[config.mk]
export PLATFORM = sky130hd
export DESIGN_NAME = clock_set_ctrl
export DESIGN_NICKNAME = d
export VERILOG_FILES = /design/src/rtl/clock_set_ctrl_pkg.sv /design/src/rtl/clock_set_ctrl_btn_debounce.sv /design/src/rtl/clock_set_ctrl.sv
export SDC_FILE = /design/constraint.sdc
export NUM_CORES = 1
export LEC_CHECK = 0
export ABC_AREA = 1
export BUFFER_PORTS_ARGS = -buffer_cell sky130_fd_sc_hd__buf_2
export CAP_MARGIN = 0
export CORE_UTILIZATION = 62
export DETAILED_ROUTE_END_ITERATION = 8
export PLACE_DENSITY = 0.81
export RECOVER_POWER = 100
export SYNTH_ARGS = -nofsm -noshare
export SYNTH_HDL_FRONTEND = slang
export SYNTH_SLANG_ARGS = --single-unit
[constraint.sdc]
create_clock -name clk -period 3.2 [get_ports clk]
set_clock_uncertainty 0.05 [all_clocks]
set_input_delay 0.32 -clock clk [delete_from_list [all_inputs] [get_ports clk]]
set_output_delay 0.32 -clock clk [all_outputs]
set_load 0.05 [all_outputs]
[src/rtl/clock_set_ctrl_pkg.sv]
// Shared encodings and limits for the clock-setting controller.
// Holds the FSM state codes, the wrap points for hours and minutes, and the display blank masks.
package clock_set_ctrl_pkg;

    typedef enum logic [1:0] {
        ST_RUN    = 2'b00,
        ST_SET_H  = 2'b01,
        ST_SET_M  = 2'b10,
        ST_COMMIT = 2'b11
    } state_e;

    localparam logic [4:0] HOUR_MAX   = 5'd23;
    localparam logic [5:0] MIN_MAX    = 6'd59;

    localparam logic [3:0] BLANK_NONE = 4'b0000;
    localparam logic [3:0] BLANK_HOUR = 4'b1100;
    localparam logic [3:0] BLANK_MIN  = 4'b0011;

    // Out-of-range inputs fold back to zero instead of counting past the limit.
    function automatic logic [4:0] next_hour(input logic [4:0] h);
        return (h >= HOUR_MAX) ? 5'd0 : h + 5'd1;
    endfunction

    function automatic logic [5:0] next_min(input logic [5:0] m);
        return (m >= MIN_MAX) ? 6'd0 : m + 6'd1;
    endfunction

endpackage

[src/rtl/clock_set_ctrl_btn_debounce.sv]
// Button conditioner: two-flop synchroniser, stability counter, and a press pulse
// on each accepted 0->1 transition of the level.
module btn_debounce
    import clock_set_ctrl_pkg::*;
#(
    parameter int unsigned DEB_CYCLES = 500000
) (
    input  logic clk,
    input  logic reset,
    input  logic btn_raw,
    output logic level,
    output logic press
);

    localparam int unsigned     CW     = (DEB_CYCLES > 1) ? $clog2(DEB_CYCLES) : 1;
    localparam logic [CW-1:0]   CNT_TC = CW'(DEB_CYCLES - 1);

    logic          sync1_q;
    logic          sync2_q;
    logic [CW-1:0] cnt_q,   cnt_d;
    logic          level_q, level_d;
    logic          press_q, press_d;

    always_ff @(posedge clk or negedge reset) begin
        if (!reset) begin
            sync1_q <= 1'b0;
            sync2_q <= 1'b0;
            cnt_q   <= '0;
            level_q <= 1'b0;
            press_q <= 1'b0;
        end else begin
            sync1_q <= btn_raw;
            sync2_q <= sync1_q;
            cnt_q   <= cnt_d;
            level_q <= level_d;
            press_q <= press_d;
        end
    end

    // Any cycle where the synchronised level agrees with the accepted one restarts the count.
    always_comb begin
        cnt_d   = '0;
        level_d = level_q;
        if (sync2_q != level_q) begin
            if (cnt_q == CNT_TC) begin
                level_d = sync2_q;
            end else begin
                cnt_d = cnt_q + CW'(1);
            end
        end
        press_d = level_d & ~level_q;
    end

    assign level = level_q;
    assign press = press_q;

endmodule

[src/rtl/clock_set_ctrl.sv]
// Clock-setting controller: lets the user edit hours then minutes with two buttons,
// blinks the field being edited, and loads the timekeeper on commit.
//
// state     | meaning
// ----------+-------------------------------------------------------------
// ST_RUN    | timekeeper counting, display fully visible
// ST_SET_H  | editing hours, hour digits blink
// ST_SET_M  | editing minutes, minute digits blink
// ST_COMMIT | single cycle, load pulse to the timekeeper
module clock_set_ctrl
    import clock_set_ctrl_pkg::*;
#(
    parameter int unsigned DEB_CYCLES     = 500000,
    parameter int unsigned BLINK_CYCLES   = 12500000,
    parameter int unsigned TIMEOUT_CYCLES = 500000000
) (
    input  logic       clk,
    input  logic       reset,
    input  logic       btn_mode,
    input  logic       btn_inc,
    input  logic [4:0] hour_in,
    input  logic [5:0] min_in,
    output logic [4:0] set_hour,
    output logic [5:0] set_min,
    output logic       load,
    output logic       run_en,
    output logic [3:0] blank,
    output logic [1:0] mode
);

    localparam int unsigned   BW       = (BLINK_CYCLES > 1) ? $clog2(BLINK_CYCLES) : 1;
    localparam int unsigned   TW       = (TIMEOUT_CYCLES > 1) ? $clog2(TIMEOUT_CYCLES) : 1;
    localparam logic [BW-1:0] BLINK_TC = BW'(BLINK_CYCLES - 1);
    localparam logic [TW-1:0] IDLE_TC  = TW'(TIMEOUT_CYCLES - 1);

    logic mode_level, inc_level;
    logic mode_ev, inc_ev;

    state_e        state_q,    state_d;
    logic [4:0]    set_hour_q, set_hour_d;
    logic [5:0]    set_min_q,  set_min_d;
    logic          load_q,     load_d;
    logic          run_en_q,   run_en_d;
    logic [3:0]    blank_q,    blank_d;
    logic [BW-1:0] blink_cnt_q, blink_cnt_d;
    logic          phase_q,    phase_d;
    logic [TW-1:0] idle_cnt_q, idle_cnt_d;
    logic          inc_taken;
    logic          blink_restart;

    btn_debounce #(.DEB_CYCLES(DEB_CYCLES)) u_deb_mode (
        .clk     (clk),
        .reset   (reset),
        .btn_raw (btn_mode),
        .level   (mode_level),
        .press   (mode_ev)
    );

    btn_debounce #(.DEB_CYCLES(DEB_CYCLES)) u_deb_inc (
        .clk     (clk),
        .reset   (reset),
        .btn_raw (btn_inc),
        .level   (inc_level),
        .press   (inc_ev)
    );

    always_ff @(posedge clk or negedge reset) begin
        if (!reset) begin
            state_q     <= ST_RUN;
            set_hour_q  <= '0;
            set_min_q   <= '0;
            load_q      <= 1'b0;
            run_en_q    <= 1'b1;
            blank_q     <= BLANK_NONE;
            blink_cnt_q <= '0;
            phase_q     <= 1'b0;
            idle_cnt_q  <= '0;
        end else begin
            state_q     <= state_d;
            set_hour_q  <= set_hour_d;
            set_min_q   <= set_min_d;
            load_q      <= load_d;
            run_en_q    <= run_en_d;
            blank_q     <= blank_d;
            blink_cnt_q <= blink_cnt_d;
            phase_q     <= phase_d;
            idle_cnt_q  <= idle_cnt_d;
        end
    end

    always_comb begin
        state_d    = state_q;
        set_hour_d = set_hour_q;
        set_min_d  = set_min_q;
        idle_cnt_d = '0;
        inc_taken  = 1'b0;

        // Mode is checked first everywhere, so a simultaneous inc is dropped.
        unique case (state_q)
            ST_RUN: begin
                if (mode_ev) begin
                    set_hour_d = hour_in;
                    set_min_d  = min_in;
                    state_d    = ST_SET_H;
                end
            end
            ST_SET_H: begin
                if (mode_ev) begin
                    state_d = ST_SET_M;
                end else if (inc_ev) begin
                    set_hour_d = next_hour(set_hour_q);
                    inc_taken  = 1'b1;
                end else if (idle_cnt_q == IDLE_TC) begin
                    state_d = ST_RUN;
                end else begin
                    idle_cnt_d = idle_cnt_q + TW'(1);
                end
            end
            ST_SET_M: begin
                if (mode_ev) begin
                    state_d = ST_COMMIT;
                end else if (inc_ev) begin
                    set_min_d = next_min(set_min_q);
                    inc_taken = 1'b1;
                end else if (idle_cnt_q == IDLE_TC) begin
                    state_d = ST_RUN;
                end else begin
                    idle_cnt_d = idle_cnt_q + TW'(1);
                end
            end
            ST_COMMIT: begin
                state_d = ST_RUN;
            end
            default: begin
                state_d = ST_RUN;
            end
        endcase

        blink_restart = inc_taken ||
                        ((state_d != state_q) && ((state_d == ST_SET_H) || (state_d == ST_SET_M)));

        blink_cnt_d = blink_cnt_q;
        phase_d     = phase_q;
        if (blink_restart) begin
            blink_cnt_d = '0;
            phase_d     = 1'b0;
        end else if (blink_cnt_q == BLINK_TC) begin
            blink_cnt_d = '0;
            phase_d     = ~phase_q;
        end else begin
            blink_cnt_d = blink_cnt_q + BW'(1);
        end

        // Outputs follow the next state so they stay aligned with the registered mode.
        load_d   = (state_d == ST_COMMIT);
        run_en_d = (state_d == ST_RUN);
        blank_d  = BLANK_NONE;
        if (phase_d && (state_d == ST_SET_H)) begin
            blank_d = BLANK_HOUR;
        end else if (phase_d && (state_d == ST_SET_M)) begin
            blank_d = BLANK_MIN;
        end
    end

    assign set_hour = set_hour_q;
    assign set_min  = set_min_q;
    assign load     = load_q;
    assign run_en   = run_en_q;
    assign blank    = blank_q;
    assign mode     = state_q;

endmodule

==> summary.md <==
| Metric | Value |
|---|---|
| Top cell type's share of synthesized area | 0.4554 |
| Clock root buffer | clkbuf_8 |
| Grt total ovfl | 0 |
| Mapped Area | 6374 um2 |
| Slew HR | -0.1615 |
| IO Pins | 34 |
| Worst-Skew Late Latency | 540 ps |
| Vias post-DR | 5296 |
| Clk slew on worst S/H paths | 60 ps |
| Maximum buffer depth of the clock tree | 2 |
| Initial Utilization | 0.6461 |
| CORE AREA | 9864 um2 |
| Slew @ Worst Pin | 1742 ps |
| Type of the tightest min-delay check | in2reg |
| Setup TNS | 0 ps |
| Dpl ws | 539.8 ps |
| Ratio of final minimum period to clock period | 0.8510 |
| Failing checks | max-capacitance violations, max-slew violations |
| I/O Buffers | 33 |
| Sw Share | 0.2067 |
| Setup Viol. Count Final | 0 |
| Global-route wire length before repair | 22.34 mm |
| Final Wtd Congestion | 0.9442 |
| Final hold viol count | 0 |
| Vias in the first global route | 5115 |
| CP required | 3600 ps |
| Startpoint type of the worst setup path | flip-flop |
| P_sw | 704.3 uW |
| Setup ws final | 476.8 ps |
| Layout Nets | 848 |
| Maxcap violations | 1 |
| Ant diodes | 0 |
| Area grow syn2layout | 11.78% |
| PD cells | 478.2 nW/um2 |
| Syn_nets | 798 |
| Fin Hold WS | 32.78 ps |
| Seq cells post-synth | 117 |
| Synth area leaders | dfrtp_1 46%, nand2_1 6.7%, inv_1 6.4%, nor2_1 5.3%, a21oi_1 3.8% |
| Leak Pwr | 0.003285 uW |
| Status | finished, violations left |
| FP Rows | 36 |
| Int Power | 2703 uW |
| Largest net degree at the start of global routing | 74 |
| Crit Path Max Fanout | 15 |
| Final design area excluding fillers | 7124 um2 |
| Layout cells sized above 1 | 0.1142 |
| H-tree lvl count | 4 |
| Initial DRC Count | 244 |
| DIE HEIGHT | 103.4 um |
| CP arrival | 3120 ps |
| Unique masters post-synth | 43 |
| Detailed-route wire length per cell | 13.98 um |
| Floorplan die width | 103.4 um |
| Post-synthesis sequential area ratio | 0.4596 |
| Sequential power share | 0.439 |
| Mapped Cells | 770 |
| Area leader, netlist | dfrtp_1 |
| Final wirelength | 13.50 mm |
| DP Area | 6673 um2 |
| Mean Syn Cell Area | 8.277 um2 |
| Die Area | 10690 um2 |
| Pre-antenna DRT Iters | 5 |
| DR DRC count | 0 |
| Clk network pwr share | 0.542 |
| Post-route ant nets | 0 |
| Global-route usage over all layers | 0.2760 |
| RSZ-0062 raised after global routing | false |
| CTS tree | yes |
| Worst setup EP type | flip-flop |
| Number of warnings issued by yosys | 0 |
| Final min period | 2723 ps |
| Max Slew Vio Count | 74 |
| Peak VDD IR | 561.2 uV |
| Vias per cell | 5.488 |
| Initial antenna violation count | 0 |
| CTS buffer count | 17 |
| Fmax | 367.2 MHz |
| Logic gate share of total power | 0.019 |
| Setup Crit Path Kind | reg2reg |
| Clk sinks | 117 |
| Dpl hpwl | 9.175 mm |
## power by group through the flow
| stage | Combinational, uW | Clock (uW) | Sequential (uW) |
|---|---|---|---|
| 6_report | 65.4 | 1850 | 1500 |
| 5_1_grt | 77.0 | 1940 | 1500 |
| 4_1_cts | 71.1 | 1860 | 1500 |
| 3_5_place_dp | 67.3 | 0 | 1520 |
| 3_3_place_gp | 66.0 | 0 | 1520 |
| 2_1_floorplan | 20.8 | 0 | 1520 |
## cells in the mapped netlist, drive strengths merged
cell type	n
a21o	1
clkinv	5
o22ai	1
inv	120
nand3b	1
o221a	1
nand2	131
or2	4
a211oi	4
o21a	1
nor2	117
dfstp	1
a22oi	7
and3	4
nor4	12
a31oi	2
nor3b	3
nand3	41
xor2	25
a221oi	1
o21ai	33
dfrtp	116
nor3	37
nand4	28
clkbuf	2
a21oi	48
buf	6
xnor2	5
ha	13
## final timing paths
path                                             start                            end  slack [ps]  cells past startpoint
max in group asynchronous                        reset  u_deb_mode.cnt_q[5]$_DFF_PN0_         750                      3
setup reg to reg               idle_cnt_q[0]$_DFF_PN0_      blink_cnt_q[21]$_DFF_PN0_         480                     15
hold reg to reg            u_deb_inc.sync1_q$_DFF_PN0_    u_deb_inc.sync2_q$_DFF_PN0_         300                      0
min in group asynchronous                        reset       idle_cnt_q[15]$_DFF_PN0_         250                      2
setup / recovery               idle_cnt_q[0]$_DFF_PN0_      blink_cnt_q[21]$_DFF_PN0_         480                     15
hold / removal                               min_in[2]         set_min[2]$_DFFE_PN0P_          30                      3
## final cells by class
cell class              instances  area (um2)
clock buffers                  21       439.2
clock inverters                10       131.4
fillers                       754        2740
inverters                     125       471.7
multi-input cells             520        2800
flip-flops and latches        117        2929
well taps                     133       166.4
repair buffers                 39       186.4
## cell usage in the layout (no fill, tap or decap), drive strengths merged
master       count
nand2          131
inv            120
nor2           117
dfrtp          116
a21oi           48
clkbuf          43
nand3           41
nor3            37
o21ai           33
nand4           28
xor2            25
buf             14
ha              13
nor4            12
clkinv          11
a22oi            7
xnor2            5
and3             4
a211oi           4
or2              4
nor3b            3
bufinv           3
dlygate4sd3      3
a31oi            2
nand3b           1
o221a            1
o21a             1
a21o             1
o22ai            1
a221oi           1
clkinvlp         1
dfstp            1
## worst max-delay path: stages (launching register included)
cell and delay (ps):
dfrtp_1 390, ha_1 190, nand2_1 110, nor2_4 130, nand2_1 180, nor2_4 150, nand3_2 90, nand2_1 70
nand2_1 70, nand2_1 90, o21ai_0 200, ha_1 340, inv_1 60, nand2_4 80, nand3_4 230, nor2_1 220
## through the flow
step                        util  std cells  total power, uW
after global placement    0.6764        931             1587
final                     0.7222        965             3407
after detailed placement  0.6764        931             1589
after floorplan                -        770             1541
after global routing      0.7222        965             3509
after CTS                 0.7373        965             3424
## cells by family (layout without fill, tap and decap cells)
| family | after synthesis | count (layout) | synth area share |
|---|---|---|---|
| compound gates | 99 | 99 | 0.08500 |
| xor+xnor | 30 | 30 | 0.04122 |
| simple gates | 378 | 378 | 0.3037 |
| flops | 117 | 117 | 0.4596 |
| buf+inv | 133 | 195 | 0.08500 |
| fa+ha+maj | 13 | 13 | 0.02552 |
## registers in the layout, summed over array words and instances, names as in the netlist
name,cells
idle_cnt_q,29
blink_cnt_q,24
u_deb_inc.cnt_q,19
u_deb_mode.cnt_q,19
set_min,6
set_hour,5
blank,2
mode,2
load,1
phase_q,1
run_en,1
u_deb_inc.level,1
u_deb_inc.press,1
u_deb_inc.sync1_q,1
u_deb_inc.sync2_q,1
u_deb_mode.level,1
u_deb_mode.press,1
u_deb_mode.sync1_q,1
u_deb_mode.sync2_q,1
## per-layer routing
layer / vias up / global-route usage / part of all wire
met1: 2500 / 0.3305 / 0.44
met3: 31 / 0.07997 / 0.051
li1: 2608 / - / -
met2: 157 / 0.4661 / 0.49
met4: 0 / 0.1170 / 0.021
met5: - / 0 / 0
## timing repair
action,in CTS,in global routing
hold buffers,3,0
endpoints found under the hold margin,45,0
resized for setup,0,0
setup buffers,0,0
Power figures use the tool's default switching activity.
